## config.mk

```make
export PLATFORM = sky130hd
export DESIGN_NAME = mem_stage_sram
export DESIGN_NICKNAME = d
export VERILOG_FILES = /design/src/rtl/mem_stage_sram.sv
export SDC_FILE = /design/constraint.sdc
export NUM_CORES = 1
export LEC_CHECK = 0
export ABC_AREA = 1
export BUFFER_PORTS_ARGS = -buffer_cell sky130_fd_sc_hd__buf_4
export CAP_MARGIN = 5
export CORE_MARGIN = 3
export CORE_UTILIZATION = 54
export CTS_CLUSTER_SIZE = 16
export DETAILED_ROUTE_END_ITERATION = 8
export GPL_TIMING_DRIVEN = 0
export PLACE_DENSITY = 0.86
export SLEW_MARGIN = 10
export SYNTH_ARGS = -nofsm -noshare
export SYNTH_HDL_FRONTEND = slang
export SYNTH_SLANG_ARGS = --single-unit
```

## constraint.sdc

```tcl
create_clock -name clk -period 2.26 [get_ports clk]
set_input_delay 0.452 -clock clk [delete_from_list [all_inputs] [get_ports clk]]
set_output_delay 0.452 -clock clk [all_outputs]
set_load 0.05 [all_outputs]
```

## src/rtl/mem_stage_sram.sv

```systemverilog
// Pipeline memory stage: 32-bit loads/stores over a 16-bit SRAM as two
// half-word accesses, each held for WAIT_CYCLES clocks, stalling upstream.
module mem_stage_sram #(
  parameter int unsigned WORD_W      = 32,
  parameter int unsigned SRAM_AW     = 18,
  parameter int unsigned ADDR_BASE   = 1024,
  parameter int unsigned WAIT_CYCLES = 2
) (
  input  logic               clk,
  input  logic               rst,
  input  logic               wb_en_in,
  input  logic               mem_r_en_in,
  input  logic               mem_w_en_in,
  input  logic [WORD_W-1:0]  alu_res_in,
  input  logic [WORD_W-1:0]  val_r_m_in,
  input  logic [3:0]         dest_in,
  output logic               wb_en_out,
  output logic               mem_r_en_out,
  output logic [WORD_W-1:0]  alu_res_out,
  output logic [WORD_W-1:0]  mem_data_out,
  output logic [3:0]         dest_out,
  output logic               freeze,
  output logic [SRAM_AW-1:0] sram_addr,
  output logic [15:0]        sram_wdata,
  input  logic [15:0]        sram_rdata,
  output logic               sram_we_n
);

  localparam logic [1:0] S_IDLE = 2'd0;
  localparam logic [1:0] S_LO   = 2'd1;
  localparam logic [1:0] S_HI   = 2'd2;
  localparam logic [1:0] S_DONE = 2'd3;

  localparam logic [3:0] WAIT_LAST = 4'(WAIT_CYCLES - 1);

  logic [1:0]         state, state_next;
  logic [3:0]         count, count_next;
  logic               req;
  logic               last;
  logic               store_req;
  logic [SRAM_AW-2:0] off_in;
  logic               is_write;
  logic [SRAM_AW-2:0] addr_off;
  logic [WORD_W-1:0]  data;
  logic [15:0]        data_lo;

  assign req       = mem_r_en_in | mem_w_en_in;
  assign store_req = mem_w_en_in & ~mem_r_en_in;
  assign last      = (count == WAIT_LAST);
  // Word offset from the SRAM base; below-base addresses wrap, byte bits dropped.
  assign off_in    = (SRAM_AW-1)'((alu_res_in - WORD_W'(ADDR_BASE)) >> 2);

  // Next-state and wait counter.
  always_comb begin
    state_next = state;
    count_next = count;
    case (state)
      S_IDLE: begin
        if (req) begin
          state_next = S_LO;
          count_next = 4'd0;
        end
      end
      S_LO: begin
        if (last) begin
          state_next = S_HI;
          count_next = 4'd0;
        end else begin
          count_next = count + 4'd1;
        end
      end
      S_HI: begin
        if (last) begin
          state_next = S_DONE;
          count_next = 4'd0;
        end else begin
          count_next = count + 4'd1;
        end
      end
      default: begin
        state_next = S_IDLE;
        count_next = 4'd0;
      end
    endcase
  end

  always_ff @(posedge clk) begin
    if (rst) begin
      state <= S_IDLE;
      count <= 4'd0;
    end else begin
      state <= state_next;
      count <= count_next;
    end
  end

  // SRAM bus is registered on the edge entering each phase so it is stable
  // for every cycle of that phase.
  always_ff @(posedge clk) begin
    if (rst) begin
      sram_we_n    <= 1'b1;
      sram_addr    <= '0;
      sram_wdata   <= '0;
      mem_data_out <= '0;
      is_write     <= 1'b0;
      addr_off     <= '0;
      data         <= '0;
      data_lo      <= '0;
    end else begin
      case (state)
        S_IDLE: begin
          if (req) begin
            is_write   <= store_req;
            addr_off   <= off_in;
            data       <= val_r_m_in;
            sram_addr  <= {off_in, 1'b0};
            sram_wdata <= val_r_m_in[15:0];
            sram_we_n  <= ~store_req;
          end
        end
        S_LO: begin
          if (last) begin
            if (!is_write) data_lo <= sram_rdata;
            sram_addr  <= {addr_off, 1'b1};
            sram_wdata <= data[31:16];
          end
        end
        S_HI: begin
          if (last) begin
            sram_we_n <= 1'b1;
            if (!is_write) mem_data_out <= WORD_W'({sram_rdata, data_lo});
          end
        end
        default: begin
          sram_we_n <= 1'b1;
        end
      endcase
    end
  end

  assign freeze       = ~rst & (((state == S_IDLE) & req) | (state == S_LO) | (state == S_HI));
  assign wb_en_out    = wb_en_in & ~freeze;
  assign mem_r_en_out = mem_r_en_in;
  assign alu_res_out  = alu_res_in;
  assign dest_out     = dest_in;

endmodule

```

# After elaboration in Yosys (flattened, before gate mapping)
# Cells that the tools add are included.
# word_totals
reg_bits	139
output_inout_bits	106
# classes
addsub	2
n_eq_ne	6
muxes	16
bitwise	13
reduce_logical	9
# op_table
cell	n
$mux W18	2
$pmux W18 S2	1
$mux W16	2
$pmux W16 S2	1
$sub A19 B11 Y19 const B	1
$reduce_and A3 Y1	5
$mux W4	2
$pmux W4 S2	1
$mux W2	3
$ne A2 B2 Y1 const B	3
$not A1 Y1	6
$pmux W2 S3	1
$add A4 B1 Y4 const B	1
$and A1 B1 Y1	4
$eq A4 B1 Y1 const B	1
$or A1 B1 Y1	3
$pmux W1 S3	1
$eq A2 B1 Y1 const B	1
$eq A2 B2 Y1 const B	1
$logic_not A2 Y1	1
$mux W1	2
$reduce_and A2 Y1	1
$reduce_bool A2 Y1	1
$reduce_or A2 Y1	1

# Longest topological paths before layout
# logic_depth
depth_word	7
mapped_depth	9

# Worst setup path before layout
# OpenSTA, ideal clock, no wires.
# synth_path
path_type	register to output
startpoint	reg state[1]
endpoint	out wb_en_out
arrival_time_ns	2.355
t_required_ns	1.808
slack_ns	-0.547
path_stages_with_launch	7
path_cell_list	dfxtp_1 -> inv_1 -> ha_1 -> inv_1 -> clkbuf_1 -> a31oi_1 -> nor2_1
# synth_via
elab_chain_len	7
word_cells_on_any_way	9
# synth_lines
element	line	source
start: declaration	36	logic [1:0] state, state_next;
start signal: assignment	92	state <= state_next;
$logic_not A2 Y1	141	assign freeze = ~rst & (((state == S_IDLE) & req) | (state == S_LO) | (state == S_HI));
$and A1 B1 Y1	141	
$or A1 B1 Y1	141	
$or A1 B1 Y1 (*)	141	
$and A1 B1 Y1 (*)	141	
net freeze	22	output logic freeze,
$not A1 Y1 (*)	142	assign wb_en_out = wb_en_in & ~freeze;
$and A1 B1 Y1 (*)	142	
end: declaration	17	output logic wb_en_out,
# The timed path passes the listed nets; every way through them passes the cells marked *.

# Worst setup path after layout
# layout_path
startpoint	reg state[1]
endpoint	out wb_en_out
# layout_via
elab_chain_len	7
word_cells_on_any_way	9
# layout_lines
element	line
$logic_not A2 Y1	141
$and A1 B1 Y1	141
$or A1 B1 Y1	141
$or A1 B1 Y1 (*)	141
$and A1 B1 Y1 (*)	141
$not A1 Y1 (*)	142
$and A1 B1 Y1 (*)	142
# Every way passes the cells marked *; elsewhere a longest branch is shown, timed or not.

==> results.json <==
{
  "die_x_um": 106,
  "timing.slew.headroom_pct": 59.1,
  "status": "finished, final reports clean",
  "maxCapViolCount": 0,
  "multiInputGateArea_um2": 2240,
  "ys_seq_elements": 123,
  "cts-root-buf": "clkbuf_8",
  "worstPathArrival_ns": 1.76,
  "fin_area_um2": 7580,
  "track_usage_pct": 26.6,
  "firstDrtPassIters": 4,
  "syn_avg_cell_area_um2": 7.02,
  "drive_gt1_share_pct": 28.8,
  "maxSlewViolCount": 0,
  "critPathRequiredTime_ns": 1.81,
  "min_delay_path_depth": 2,
  "std_cell_rows": 35,
  "core_um2": 9500,
  "path_delay_family": "buffers and inverters",
  "critPathLaunchType": "flip-flop",
  "post_drt_via_cell_ratio": 4.93,
  "hold_path.class": "in2reg",
  "peakVddDrop_v": 0.000734,
  "reg2reg_depth": 10,
  "max_stage_delay_ns": 0.34,
  "gp_congestion": 0.879,
  "synth_edf_count": 0,
  "cts_tree": "done",
  "grt_max_degree": 17,
  "power_density_nw_per_um2": 1290,
  "critPathCaptureType": "primary output",
  "setup_viol": 0,
  "synthToLayoutAreaGrowth_pct": 39.8,
  "detailed_place_hpwl_um": 10900,
  "final_core_util_pct": 79.8,
  "syn-num-nets": 868,
  "clk_latency_ns": 0.51,
  "fin_nets": 1065,
  "die-area_um2": 11300,
  "netlist_area_um2": 5420,
  "finalCritPeriodShare_pct": 97.7,
  "place_ws_ns": -0.0983,
  "grt_pass1_wl_um": 24200,
  "vias": 5476,
  "tns_ns": 0,
  "grt-ovfl-total": 0,
  "path_depth": 6,
  "tightest_slew_ns": 0.614,
  "power.leakage_nw": 3.67,
  "critical_path_class": "reg2out",
  "timing.final.crit_period_ns": 2.21,
  "regArea_um2": 2460,
  "postRouteAntennaNets": 0,
  "synthCells": 772,
  "finalHoldViolations": 0,
  "ys_types": 25,
  "fmax_ghz": 0.453,
  "io_buffers": 174,
  "place_area_um2": 6900,
  "wl_per_cell_um": 13.7,
  "cp_slowest_cell": "dfxtp_1",
  "async_flop_share_pct": 0,
  "finalClockSkew_ns": 0.00959,
  "antenna_found_initial": 0,
  "crit_path_cell_trace": "inv_2 -> ha_4 -> clkinvlp_4 -> a31oi_4 -> nor2_4 -> buf_6",
  "worst_slack_ns": 0.0519,
  "drcViolationCount": 0,
  "dominantRegCellSynth": "dfxtp_1",
  "seq_area_frac_synth_pct": 45.4,
  "grt_pass1_vias": 5145,
  "cp.buffers_inverters": 3,
  "start_util_pct": 57.1,
  "drtIter0Drc": 243,
  "yosys_warnings": 0,
  "io_pins": 195,
  "cts_max_path_buffers": 2,
  "h-tree-depth": 4,
  "cts.sinks": 123,
  "cts_buffers": 17,
  "rsz0062_at_grt": "false",
  "num_antenna_cells": 0,
  "n_fill_cell": 687,
  "holdWs_ns": 0.148,
  "path_clk_slew_ns": 0.06,
  "cp_max_fo": 5,
  "die_y_um": 106,
  "drt-total-wl_um": 15200
}
==> flip-flops by register name, summed over array words and instances (netlist names) <==
register,cells
mem_data_out,32
sram_addr,18
addr_off,17
data,16
data_lo,16
sram_wdata,16
count,4
state,2
is_write,1
sram_we_n,1
==> logic make-up (layout without fill, tap and decap cells) <==
group	Yosys count	in the layout	share of synthesized area, %
xor+xnor	3	3	0.485
fa+ha+maj	7	7	1.62
flops	123	123	45.4
simple gates	322	322	23.0
buf+inv	154	364	14.3
compound gates	163	163	15.2
==> layout by cell type (no fill, tap or decap) <==
cell type,count
buf_4,215
nor2_1,170
nand2_1,129
dfxtp_1,122
o21ai_0,95
inv_1,71
a21oi_1,60
clkbuf_1,21
clkbuf_16,16
nand3_1,14
buf_2,13
buf_6,7
inv_6,6
inv_2,4
o21ai_1,4
ha_1,4
clkinvlp_4,3
xor2_1,3
clkinv_4,3
nor3_1,2
ha_4,2
clkbuf_8,2
bufinv_16,2
nand2_4,1
a31oi_4,1
nor2_4,1
nor2_2,1
nand3_2,1
o211ai_1,1
a21oi_2,1
nand2_2,1
nand3b_1,1
nand4_1,1
o21a_1,1
ha_2,1
clkinv_2,1
dfxtp_2,1
==> worst paths after layout <==
kind	start	end	slack, ns
max	state[1]$_SDFFE_PP0P_	wb_en_out	0.05
min	alu_res_in[10]	addr_off[8]$_SDFFE_PP0P_	0.15
max reg2reg	state[1]$_SDFFE_PP0P_	sram_wdata[3]$_SDFFE_PP0P_	0.34
min reg2reg	mem_data_out[23]$_SDFFE_PP0P_	mem_data_out[23]$_SDFFE_PP0P_	0.45
==> per-layer routing <==
layer,GRT usage (%),routed length (um)
met2,46.0,7540
met5,0,0
met4,10.4,326
met1,31.7,6020
met3,6.62,1290
==> stage by stage <==
step           total power [mW]  std cells
6_report                   9.75       1111
5_1_grt                    10.3       1111
4_1_cts                    9.72       1107
3_5_place_dp               6.96       1075
3_3_place_gp               6.87       1075
2_1_floorplan              5.85        772
==> cells in the mapped netlist, types with 3 or more instances <==
cell / number / area, um2
a21oi_1: 60 / 300
buf_2: 13 / 65.1
buf_4: 38 / 285
buf_6: 5 / 56.3
clkbuf_1: 22 / 82.6
dfxtp_1: 123 / 2460
ha_1: 7 / 87.6
inv_1: 73 / 274
inv_2: 3 / 11.3
nand2_1: 130 / 488
nand3_1: 14 / 70.1
nor2_1: 171 / 642
o21ai_0: 95 / 475
o21ai_1: 4 / 20.0
xor2_1: 3 / 26.3
==> repair_timing <==
action	CTS	global route
gates resized for setup	11	2
endpoints found under the hold margin	0	0
endpoints found under the setup margin	2	2
gates cloned	0	0
hold buffers	0	0
pin swaps	0	1
buffers inserted	1	4
==> area by class of cell <==
type                    count  area share, %
inverters                  76           3.81
well taps                 129           2.13
flip-flops and latches    123           32.5
clock buffers              18           5.64
clock inverters            14           2.10
repair buffers            179           17.8
multi-input cells         495           29.6
plain buffers              77           6.40
==> report_power, final <==
group	internal, mW	leakage (nW)	switching, mW	total, mW
registers	2.73	1.01	0.280	3.01
clock network	1.62	0.284	1.05	2.67
logic	1.33	2.38	2.74	4.08
total	5.68	3.67	4.07	9.75
Note: power is estimated with default switching activity, not from simulation.
